$ cat config.mk
export PLATFORM = sky130hd
export DESIGN_NAME = lzc_denormalizer
export DESIGN_NICKNAME = d
export VERILOG_FILES = /design/src/rtl/lzc_pkg.sv /design/src/rtl/lzc_denormalizer_rshift_stage.sv /design/src/rtl/lzc_denormalizer.sv
export SDC_FILE = /design/constraint.sdc
export NUM_CORES = 1
export LEC_CHECK = 0
export ABC_CLOCK_PERIOD_IN_PS = 3600
export CORE_ASPECT_RATIO = 0.6
export CORE_MARGIN = 3
export CORE_UTILIZATION = 54
export CTS_CLUSTER_DIAMETER = 100
export DETAILED_ROUTE_END_ITERATION = 6
export PLACE_DENSITY = 0.95
export REMOVE_ABC_BUFFERS = 1
export SLEW_MARGIN = 10
export SYNTH_ARGS = -nofsm -noshare
export SYNTH_HDL_FRONTEND = slang
export SYNTH_SLANG_ARGS = --single-unit
$ cat constraint.sdc
create_clock -name clk -period 3.6 [get_ports clk]
set_input_delay 0.9 -clock clk [delete_from_list [all_inputs] [get_ports clk]]
set_output_delay 0.9 -clock clk [all_outputs]
set_load 0.02 [all_outputs]
$ cat src/rtl/lzc_pkg.sv
// Shared configuration for the leading-zero-count denormalizer:
// default data width, shift-count derivation and the stage record layout.
package lzc_pkg;

   localparam int LZC_WIDTH = 16;

   // Width of the shift-count index for a given data width.
   function automatic int lzc_count(input int width);
      return $clog2(width);
   endfunction

   localparam int LZC_COUNT = lzc_count(LZC_WIDTH);

   // One pipeline stage: valid bit, partially shifted data, sticky so far,
   // and the count bits still to be applied by later stages.
   typedef struct packed {
      logic                 valid;
      logic [LZC_WIDTH-1:0] data;
      logic                 sticky;
      logic [LZC_COUNT:0]   cnt;
   } stage_t;

endpackage

$ cat src/rtl/lzc_denormalizer_rshift_stage.sv
// Conditional logical right shift by 2**K with sticky accumulation.
// Purely combinational; one instance per shift-count bit.
module rshift_stage
   import lzc_pkg::*;
#(
   parameter int WIDTH = LZC_WIDTH,
   parameter int K     = 0
) (
   input  logic             en,
   input  logic [WIDTH-1:0] src,
   input  logic             src_sticky,
   output logic [WIDTH-1:0] dst,
   output logic             dst_sticky
);

   localparam int SH = 1 << K;

   assign dst        = en ? (src >> SH) : src;
   // Bits falling off the bottom fold into the sticky flag.
   assign dst_sticky = src_sticky | (en & (|src[SH-1:0]));

endmodule

$ cat src/rtl/lzc_denormalizer.sv
// Two-stage denormalizer: restores a leading-zero count as a logical right
// shift and reports a sticky bit for everything shifted out. S1 applies the
// upper count bits plus the zero/overflow decode, S2 the lower count bits.
// Valid/ready on both sides; a full pipeline stalls cleanly under backpressure.
module lzc_denormalizer
   import lzc_pkg::*;
#(
   parameter  int WIDTH = LZC_WIDTH,
   localparam int COUNT = lzc_count(WIDTH)
) (
   input  logic             clk,
   input  logic             rst,
   input  logic             in_valid,
   output logic             in_ready,
   input  logic [WIDTH-1:0] in_data,
   input  logic [COUNT:0]   in_count,
   input  logic             in_zero,
   output logic             out_valid,
   input  logic             out_ready,
   output logic [WIDTH-1:0] out_data,
   output logic             out_sticky
);

   // Count bits [LO-1:0] are applied in S2, [COUNT-1:LO] in S1.
   localparam int           LO       = COUNT / 2;
   localparam logic [COUNT:0] RES_MASK = (COUNT+1)'((1 << LO) - 1);

   // Same layout as lzc_pkg::stage_t, sized by this instance's WIDTH.
   typedef struct packed {
      logic             valid;
      logic [WIDTH-1:0] data;
      logic             sticky;
      logic [COUNT:0]   cnt;
   } stage_rec_t;

   stage_rec_t r1, r2;
   stage_rec_t s1_next, s2_next;
   logic       s2_adv;

   // ---------------- S1 shift chain ----------------
   logic [COUNT-LO:0][WIDTH-1:0] s1_d;
   logic [COUNT-LO:0]            s1_s;

   assign s1_d[0] = in_data;
   assign s1_s[0] = 1'b0;

   for (genvar i = 0; i < COUNT-LO; i++) begin : g_s1
      rshift_stage #(.WIDTH(WIDTH), .K(LO+i)) u_sh (
         .en         (in_count[LO+i]),
         .src        (s1_d[i]),
         .src_sticky (s1_s[i]),
         .dst        (s1_d[i+1]),
         .dst_sticky (s1_s[i+1])
      );
   end

   // S1 record: zero flag wins, then overflow, else the partial shift.
   always_comb begin
      s1_next       = '0;
      s1_next.valid = in_valid;
      if (in_zero) begin
         s1_next.data   = '0;
         s1_next.sticky = 1'b0;
      end else if (in_count[COUNT]) begin
         s1_next.data   = '0;
         s1_next.sticky = |in_data;
      end else begin
         s1_next.data   = s1_d[COUNT-LO];
         s1_next.sticky = s1_s[COUNT-LO];
         s1_next.cnt    = in_count & RES_MASK;
      end
   end

   // ---------------- S2 shift chain ----------------
   logic [LO:0][WIDTH-1:0] s2_d;
   logic [LO:0]            s2_s;

   assign s2_d[0] = r1.data;
   assign s2_s[0] = r1.sticky;

   for (genvar i = 0; i < LO; i++) begin : g_s2
      rshift_stage #(.WIDTH(WIDTH), .K(i)) u_sh (
         .en         (r1.cnt[i]),
         .src        (s2_d[i]),
         .src_sticky (s2_s[i]),
         .dst        (s2_d[i+1]),
         .dst_sticky (s2_s[i+1])
      );
   end

   // S2 record: residual count fully consumed here.
   always_comb begin
      s2_next        = '0;
      s2_next.valid  = r1.valid;
      s2_next.data   = s2_d[LO];
      s2_next.sticky = s2_s[LO];
   end

   // Residual-count bits that no later stage consumes.
   logic unused_cnt;
   assign unused_cnt = ^{r2.cnt, r1.cnt};

   // ---------------- Flow control ----------------
   assign s2_adv   = !r2.valid || out_ready;
   assign in_ready = !r1.valid || s2_adv;

   assign out_valid  = r2.valid;
   assign out_data   = r2.data;
   assign out_sticky = r2.sticky;

   // Stage registers: S2 loads from S1 when it advances; S1 loads a new beat
   // or empties when it hands off without a replacement.
   always_ff @(posedge clk) begin
      if (rst) begin
         r1 <= '0;
         r2 <= '0;
      end else begin
         if (s2_adv)
            r2 <= s2_next;
         if (in_ready) begin
            if (in_valid)
               r1 <= s1_next;
            else
               r1.valid <= 1'b0;
         end
      end
   end

endmodule

# == Word level (Yosys, flattened, before mapping) ==
# Cells that the tools add are included.
# W data, S select, Z words.
# word_totals
reg_bits,38
latchBits,0
ram_bits,0
romBits,0
output_inout_bits,19
mem_count,0
# op_classes
add_sub_neg,0
multipliers,0
n_div,0
magnitude_cmp,0
eq_ne,0
shift,0
n_mux,9
bitwise_logic,7
reduce_logical,9
# op_table
op,count
$mux W16,4
$mux W17,2
$reduce_or A16 Y1,1
$reduce_or A8 Y1,1
$and A1 B1 Y1,4
$mux W2,2
$reduce_or A4 Y1,1
$or A1 B1 Y1,3
$logic_not A1 Y1,2
$logic_or A1 B1 Y1,2
$reduce_and A2 Y1,1
$reduce_or A2 Y1,1
$mux W1,1

# == Longest topological paths before layout ==
# Gate-level depths: netlist of run 1.
# logic_depth
depth_word,6
mapped_depth,6

# == By module ==
# Synthesis of run 1 repeated with hierarchy kept, for this count alone.
# unflattened
hier_cells,257
area_unflattened_um2,2342.2
# by_module_without_submodules
mod,instances,cells_per_inst,area_per_inst_um2,seq_area_each_um2
lzc_denormalizer,1,176,1413.9,760.7
rshift_stage (g_s2[0].u_sh),1,19,247.7,0.0
rshift_stage (g_s2[1].u_sh),1,20,247.7,0.0
rshift_stage (g_s1[0].u_sh),1,20,239.0,0.0
rshift_stage (g_s1[1].u_sh),1,22,193.9,0.0

# == Worst setup path after synthesis of run 1 ==
# OpenSTA, ideal clock, no wires.
# synth_timing
path_kind,input to output
from,input port out_ready
to,output port in_ready
arrival_time_ns,1.209
required_time_ns,2.700
setup_slack_ns,1.491
cell_stages,1
n_path_buf,0
path_cell_list,nand3b_1
# synth_between
elab_chain_len,2
# synth_rtl
item,line_no,text
from (decl),lzc_denormalizer.sv:19,"input logic out_ready,"
$logic_or A1 B1 Y1,lzc_denormalizer.sv:104,assign s2_adv = !r2.valid || out_ready;
$logic_or A1 B1 Y1,lzc_denormalizer.sv:105,assign in_ready = !r1.valid || s2_adv;
to (decl),lzc_denormalizer.sv:14,"output logic in_ready,"
# Every way passes these cells.

# == Worst setup path after layout of run 1 ==
# Same ends and word-level chain as after synthesis.

==> reports/qor.json, run 1 <==
{
  "route": {
    "vias_cell": 6.16,
    "postRouteWirelength_um": 5060,
    "drt.antenna.violating_nets": 0,
    "via_count": 1861,
    "drt_first_pass_iters": 6,
    "route.detailed.drc": 0,
    "initial_drt_markers": 124,
    "avgRoutedWirePerCell_um": 16.8
  },
  "floorplan": {
    "std_cell_rows": 16,
    "core_area_mm2": 0.00344,
    "die-width_um": 85.6,
    "fp.dieArea_mm2": 0.00460,
    "dieHeight_um": 53.7,
    "initial_utilization": 0.596,
    "boundaryPins": 45
  },
  "logic_synthesis": {
    "synth.ff_latch_count": 38,
    "synth.yosys.seq_area_share": 0.371,
    "yosys.area.top_type_share": 0.371,
    "area_contributors_post_synth": "sky130_fd_sc_hd__dfxtp_1 (37%), sky130_fd_sc_hd__mux4_1 (14%), sky130_fd_sc_hd__nand2_1 (7.9%)",
    "async_reset_ff_frac": 0,
    "count_of_flip_flops_with_a_built_in_enable_after_synthesis": 0,
    "syn_avg_cell_area_um2": 9.32,
    "cell_type_contributing_the_most_total_cell_area_after_synthesis": "sky130_fd_sc_hd__dfxtp_1",
    "post_synth_inst_count": 220,
    "post_synth_instance_area_mm2": 0.00205,
    "ys_types": 34,
    "synth_flop_cell": "sky130_fd_sc_hd__dfxtp_1",
    "ys.warnings.count": 0
  },
  "worst_setup_path": {
    "critical_path.startpoint": "out_ready",
    "path_common_cell": "sky130_fd_sc_hd__clkdlybuf4s50_1",
    "crit_path_start_kind": "primary input",
    "critPathMaxStageDelay_ns": 0.64,
    "worstSetupPathType": "primary input to primary output",
    "end_kind": "primary output",
    "r2r_end": "out_data[0]",
    "rr_worst_depth": 3,
    "worst_path_dominant_cell_family": "buffers and inverters",
    "critical_path.max_fanout": 5,
    "r2r_setup_slack_ns": 1.70,
    "critical_path_cell_list": "clkdlybuf4s50_1 -> nand3b_1 -> clkdlybuf4s50_1",
    "cp.required_ns": 2.70,
    "timing.critical_path.arrival_ns": 2.25,
    "worst-path-stages": 3,
    "slowest_stage": "sky130_fd_sc_hd__clkdlybuf4s50_1",
    "origin_of_the_critical_flop_to_flop_path": "r1[0]",
    "critical_path_buf_inv_count": 2,
    "crit_end": "in_ready"
  },
  "cts": {
    "cts-htree-levels": 2,
    "cts.reportedPaths.clkPinSlew_ns": 0.08,
    "cts_buffer_depth": 2,
    "cts_root_buf": "sky130_fd_sc_hd__clkbuf_8",
    "cts_repair_resize_count": 0,
    "tritoncts_clock_tree": "done",
    "numCtsBuffers": 5,
    "clock_insertion_delay_worst_skew_ns": 0.29,
    "cts.sink_count": 38,
    "cts_hold_repair.buffers": 0,
    "number_of_post_cts_setup_repair_buffers": 0
  },
  "timing": {
    "max-slew-margin-rel": 0.404,
    "finClkSkew_ns": 0.00489,
    "timing.final.crit_share": 0.875,
    "setup_viol": 0,
    "rsz_0062_raised_after_global_routing": "false",
    "fin_setup_tns_ns": 0,
    "timing_worst_slew_pin_value_ns": 0.892,
    "worst_hold_slack_ns": 0.455,
    "report.final.hold_viol_count": 0,
    "maxClockFrequency_ghz": 0.317,
    "finalWorstPathRequiredPeriod_ns": 3.15,
    "timing_max_transition_violations_final": 0
  },
  "global_route": {
    "grt_pass1_vias": 1726,
    "gr-total-overflow": 0,
    "grt_first_pass_wirelength_um": 8330,
    "grt_antenna_before_repair": 0,
    "globalRouteTotalUtil": 0.236,
    "grt_start_max_net_pins": 25
  },
  "placed_design": {
    "dpl.hpwl_um": 3680,
    "place.port_buffers": 44,
    "routabilityCongestion": 0.922
  },
  "cells_and_area": {
    "syn2layout_area_growth_pct": 24.8,
    "antenna_diode_count": 0,
    "final_core_utilization": 0.743,
    "nets": 282,
    "final_layout_size_suffix_gt1_frac": 0.0584
  },
  "pwr": {
    "static-leakage-power_nw": 0.936,
    "power.density_mw_per_mm2": 340,
    "vdd.ir_drop.worst_uv": 232
  },
  "status": {
    "outcome": "complete, no violations"
  },
  "flow_run": {
    "maxCapViolations": 0
  },
  "hold_path": {
    "hold_path_class": "register to register"
  }
}
placed cells by master (no fill, tap or decap), drive strengths merged:
master | netlist | layout
and3 | 1 | 1
o21a | 1 | 1
or3 | 5 | 5
nor2 | 20 | 20
nand3b | 3 | 3
nor3 | 3 | 3
o21ai | 3 | 3
a21o | 1 | 1
clkinvlp | 0 | 1
nand3 | 3 | 3
mux2 | 1 | 1
inv | 2 | 2
a22oi | 9 | 9
o211ai | 3 | 3
nand2 | 43 | 43
clkinv | 0 | 1
nand2b | 1 | 1
a32oi | 4 | 4
o22ai | 1 | 1
mux2i | 14 | 14
clkbuf | 7 | 6
a21oi | 22 | 22
nor4b | 1 | 1
buf | 11 | 3
dfxtp | 38 | 38
a2111oi | 1 | 1
nor2b | 2 | 2
clkdlybuf4s50 | 0 | 44
nor4 | 4 | 4
o2bb2ai | 3 | 3
mux4 | 12 | 12
a221oi | 1 | 1
worst register-to-register path, delay by kind of cell (launching register included):
kind,cells,cell delay [ns]
compound gates,1,0.09
simple gates,1,0.09
flops,1,0.91
mux,1,0.67
report_power, final:
group	internal [W]	switching [W]	total, W	leakage [nW]
Clock	0.000154	0.000155	0.000309	0.0472
Combinational	0.0000596	0.0000611	0.000121	0.581
Sequential	0.000429	0.0000107	0.000440	0.308
Total	0.000643	0.000227	0.000870	0.936
layout make-up:
cell class	count	area, um2
clock buffer	6	82.6
tap	45	56.3
clock inverter	2	12.5
sequential	38	761
inverter	2	7.51
multi-input combinational	162	1180
timing repair buffer	47	463
fill	256	883
synth_stat cells (all sizes together) (2+ instances only):
cell type  number
nor2           20
nand2          43
buf            11
mux2i          14
or3             5
inv             2
o2bb2ai         3
nor3            3
o21ai           3
a32oi           4
dfxtp          38
o211ai          3
a22oi           9
mux4           12
nand3           3
nand3b          3
nor2b           2
a21oi          22
clkbuf          7
nor4            4
metrics by stage:
step	area [um2]	setup slack, ns	cells	power (W)
4_1_cts	2560	0.456	302	0.000871
2_1_floorplan	1950	1.43	202	0.000498
5_1_grt	2560	0.405	302	0.000899
3_3_place_gp	2460	0.486	294	0.000563
6_report	2560	0.450	302	0.000870
3_5_place_dp	2460	0.479	294	0.000568
registers in the layout, summed over array words and instances, names as in the netlist:
signal	flops
out_valid	1
out_data	16
out_sticky	1
r1	20
routing by layer:
metal / share of wire / wire length, um / vias up / global-route usage
met4: 0.012 / 62 / 0 / 0.0816
met3: 0.070 / 354 / 9 / 0.0505
li1: - / - / 884 / -
met1: 0.47 / 2380 / 874 / 0.314
met5: 0 / 0 / - / 0
met2: 0.45 / 2260 / 94 / 0.390
how the worst min path moves through the flow:
stage / from / to / slack, ns / depth (start not counted)
finish: out_data[7] / out_data[7] / 0.45 / 2
global route: out_data[7] / out_data[7] / 0.47 / 2
CTS: out_data[7] / out_data[7] / 0.46 / 2
detailed placement: out_data[7] / out_data[7] / 0.45 / 2
global placement: out_data[9] / out_data[9] / 0.44 / 2
floorplan: r1[16] / r1[16] / 0.45 / 2
logic make-up (layout without fill, tap and decap cells):
kind of cell | count (synthesis) | in the layout | share of synthesized area
compound gates | 49 | 49 | 0.154
buf+inv | 20 | 57 | 0.0549
flops | 38 | 38 | 0.371
mux | 27 | 27 | 0.226
simple gates | 86 | 86 | 0.195
(Power assumes the default switching activity.)
==> inputs of run 2 (changes only) <==
==> constraint.sdc (replaced) <==
create_clock -name clk -period 3.6 [get_ports clk]
set_input_delay 0.54 -clock clk [delete_from_list [all_inputs] [get_ports clk]]
set_output_delay 0.54 -clock clk [all_outputs]
set_load 0.02 [all_outputs]
==> reports/qor.json, run 2 (synthesis results as in run 1) <==
{
  "route": {
    "initial_drt_markers": {"value": 149, "change": "was 124"},
    "via_count": {"value": 1851, "change": "was 1861"},
    "vias_cell": {"value": 6.15, "change": "was 6.16"},
    "postRouteWirelength": {"value": 5030, "unit": "um", "change": "was 5060 um"},
    "route.detailed.drc": {"value": 0, "change": "unchanged"},
    "drt_first_pass_iters": {"value": 5, "change": "was 6"},
    "avgRoutedWirePerCell": {"value": 16.7, "unit": "um", "change": "was 16.8 um"},
    "drt.antenna.violating_nets": {"value": 0, "change": "unchanged"}
  },
  "cts": {
    "cts.reportedPaths.clkPinSlew": {"value": 0.08, "unit": "ns", "change": "about the same"},
    "cts_repair_resize_count": {"value": 0, "change": "unchanged"},
    "numCtsBuffers": {"value": 5, "change": "unchanged"},
    "clock_insertion_delay_worst_skew": {"value": 0.30, "unit": "ns", "change": "was 0.29 ns"},
    "cts_buffer_depth": {"value": 2, "change": "unchanged"},
    "tritoncts_clock_tree": {"value": "done", "change": "unchanged"},
    "cts_hold_repair.buffers": {"value": 0, "change": "unchanged"},
    "cts_root_buf": {"value": "sky130_fd_sc_hd__clkbuf_8", "change": "unchanged"},
    "number_of_post_cts_setup_repair_buffers": {"value": 0, "change": "unchanged"},
    "cts.sink_count": {"value": 38, "change": "unchanged"},
    "cts-htree-levels": {"value": 2, "change": "unchanged"}
  },
  "floorplan": {
    "std_cell_rows": {"value": 16, "change": "unchanged"},
    "die-width": {"value": 85.6, "unit": "um", "change": "unchanged"},
    "core_area": {"value": 0.00344, "unit": "mm2", "change": "unchanged"},
    "initial_utilization": {"value": 0.596, "change": "unchanged"},
    "boundaryPins": {"value": 45, "change": "unchanged"},
    "dieHeight": {"value": 53.7, "unit": "um", "change": "unchanged"},
    "fp.dieArea": {"value": 0.00460, "unit": "mm2", "change": "unchanged"}
  },
  "timing": {
    "finClkSkew": {"value": 0.00420, "unit": "ns", "change": "was 0.00489 ns"},
    "max-slew-margin-rel": {"value": 0.384, "change": "was 0.404"},
    "report.final.hold_viol_count": {"value": 0, "change": "unchanged"},
    "fin_setup_tns": {"value": 0, "unit": "ns", "change": "unchanged"},
    "finalWorstPathRequiredPeriod": {"value": 2.42, "unit": "ns", "change": "was 3.15 ns"},
    "worst_slack": {"value": 1.18, "unit": "ns", "change": "was 0.450 ns"},
    "timing_worst_slew_pin_value": {"value": 0.923, "unit": "ns", "change": "was 0.892 ns"},
    "timing.final.crit_share": {"value": 0.673, "change": "was 0.875"},
    "maxClockFrequency": {"value": 0.413, "unit": "GHz", "change": "was 0.317 GHz"},
    "setup_viol": {"value": 0, "change": "unchanged"},
    "rsz_0062_raised_after_global_routing": {"value": "false", "change": "unchanged"},
    "timing_max_transition_violations_final": {"value": 0, "change": "unchanged"}
  },
  "pwr": {
    "report.power.total": {"value": 0.000927, "unit": "W", "change": "was 0.000870 W"},
    "power.density": {"value": 360, "unit": "mW/mm2", "change": "was 340 mW/mm2"},
    "static-leakage-power": {"value": 0.935, "unit": "nW", "change": "was 0.936 nW"},
    "vdd.ir_drop.worst": {"value": 236, "unit": "uV", "change": "was 232 uV"}
  },
  "global_route": {
    "grt_pass1_vias": {"value": 1747, "change": "was 1726"},
    "grt_start_max_net_pins": {"value": 24, "change": "was 25"},
    "grt_antenna_before_repair": {"value": 0, "change": "unchanged"},
    "gr-total-overflow": {"value": 0, "change": "unchanged"},
    "globalRouteTotalUtil": {"value": 0.238, "change": "was 0.236"},
    "grt_first_pass_wirelength": {"value": 8310, "unit": "um", "change": "was 8330 um"}
  },
  "cells_and_area": {
    "commonest_non_fill_non_tap_cell_in_the_layout": {"value": "sky130_fd_sc_hd__clkdlybuf4s50_1", "change": "unchanged"},
    "nets": {"value": 281, "change": "was 282"},
    "final_core_utilization": {"value": 0.747, "change": "was 0.743"},
    "final_layout_size_suffix_gt1_frac": {"value": 0.0547, "change": "was 0.0584"},
    "mostFrequentLayoutCells": {"value": "sky130_fd_sc_hd__clkdlybuf4s50_1 (44), sky130_fd_sc_hd__nand2_1 (43), sky130_fd_sc_hd__dfxtp_1 (38), sky130_fd_sc_hd__a21oi_1 (22), sky130_fd_sc_hd__nor2_1 (20)", "change": "unchanged"},
    "largest_register_ffs": {"value": 20, "change": "unchanged"},
    "syn2layout_area_growth": {"value": 25.4, "unit": "%", "change": "was 24.8%"},
    "fin_area": {"value": 0.00257, "unit": "mm2", "change": "was 0.00256 mm2"},
    "num-fill-cells": {"value": 269, "change": "was 256"},
    "registers.top_by_ff_count": {"value": "r1", "change": "unchanged"},
    "antenna_diode_count": {"value": 0, "change": "unchanged"}
  },
  "status": {
    "outcome": {"value": "complete, no violations", "change": "unchanged"}
  },
  "worst_setup_path": {
    "r2r_end": {"value": "out_data[0]", "change": "unchanged"},
    "origin_of_the_critical_flop_to_flop_path": {"value": "r1[0]", "change": "unchanged"},
    "cp.required": {"value": 3.06, "unit": "ns", "change": "was 2.70 ns"},
    "r2r_setup_slack": {"value": 1.69, "unit": "ns", "change": "was 1.70 ns"},
    "timing.critical_path.arrival": {"value": 1.88, "unit": "ns", "change": "was 2.25 ns"},
    "worstSetupPathType": {"value": "primary input to primary output", "change": "unchanged"},
    "end_kind": {"value": "primary output", "change": "unchanged"},
    "rr_worst_depth": {"value": 3, "change": "unchanged"},
    "crit_path_start_kind": {"value": "primary input", "change": "unchanged"},
    "critical_path.max_fanout": {"value": 5, "change": "unchanged"}
  },
  "hold_path": {
    "hold_path_depth": {"value": 2, "change": "unchanged"},
    "min_to": {"value": "out_data[7]", "change": "unchanged"},
    "hold_path_class": {"value": "register to register", "change": "unchanged"},
    "hold_start": {"value": "out_data[7]", "change": "unchanged"}
  },
  "placed_design": {
    "dpl.hpwl": {"value": 3580, "unit": "um", "change": "was 3680 um"},
    "place.port_buffers": {"value": 44, "change": "unchanged"},
    "placed_cell_area": {"value": 0.00246, "unit": "mm2", "change": "about the same"},
    "dp_slack": {"value": 1.18, "unit": "ns", "change": "was 0.479 ns"},
    "routabilityCongestion": {"value": 0.950, "change": "was 0.922"}
  },
  "flow_run": {
    "maxCapViolations": {"value": 0, "change": "unchanged"}
  }
}
==> run 2: worst max-delay path by stage <==
stage / startpoint / endpoint / slack (ns) / depth (start not counted)
6_report: out_ready / in_ready / 1.18 / 3
2_1_floorplan: out_ready / r1[14] / 1.79 / 4
3_5_place_dp: in_count[2] / r1[9] / 1.18 / 5
5_1_grt: out_ready / in_ready / 1.12 / 3
3_3_place_gp: out_ready / in_ready / 1.20 / 3
4_1_cts: out_ready / in_ready / 1.18 / 3
==> run 2: critical path, stage by stage <==
cell,delay (ns)
sky130_fd_sc_hd__clkdlybuf4s50_1,0.50
sky130_fd_sc_hd__nand3b_1,0.20
sky130_fd_sc_hd__clkdlybuf4s50_1,0.64
==> run 2: metrics by stage <==
step | instances | hold WS (ns)
6_report | 301 | 0.450
5_1_grt | 301 | 0.477
4_1_cts | 301 | 0.454
3_5_place_dp | 293 | 0.445
3_3_place_gp | 293 | 0.438
2_1_floorplan | 202 | 0.446
==> run 2: layer usage <==
layer | track usage | wire length [um]
met2 | 0.366 | 2210
met1 | 0.324 | 2260
met3 | 0.0596 | 466
met5 | 0 | 0
met4 | 0.100 | 87
==> run 2: area by class of cell <==
class                   count  area (um2)  area share
multi-input cells         162        1180       0.458
flip-flops and latches     38         761       0.296
repair buffers             46         455       0.177
well taps                  45        56.3      0.0219
inverters                   2        7.51     0.00292
clock inverters             3        45.0      0.0175
clock buffers               5        68.8      0.0268
==> run 2: report_power, final <==
part | switching (W) | internal [W] | total (W)
registers | 0.0000107 | 0.000429 | 0.000440
logic | 0.0000606 | 0.0000588 | 0.000119
clock network | 0.000162 | 0.000206 | 0.000367
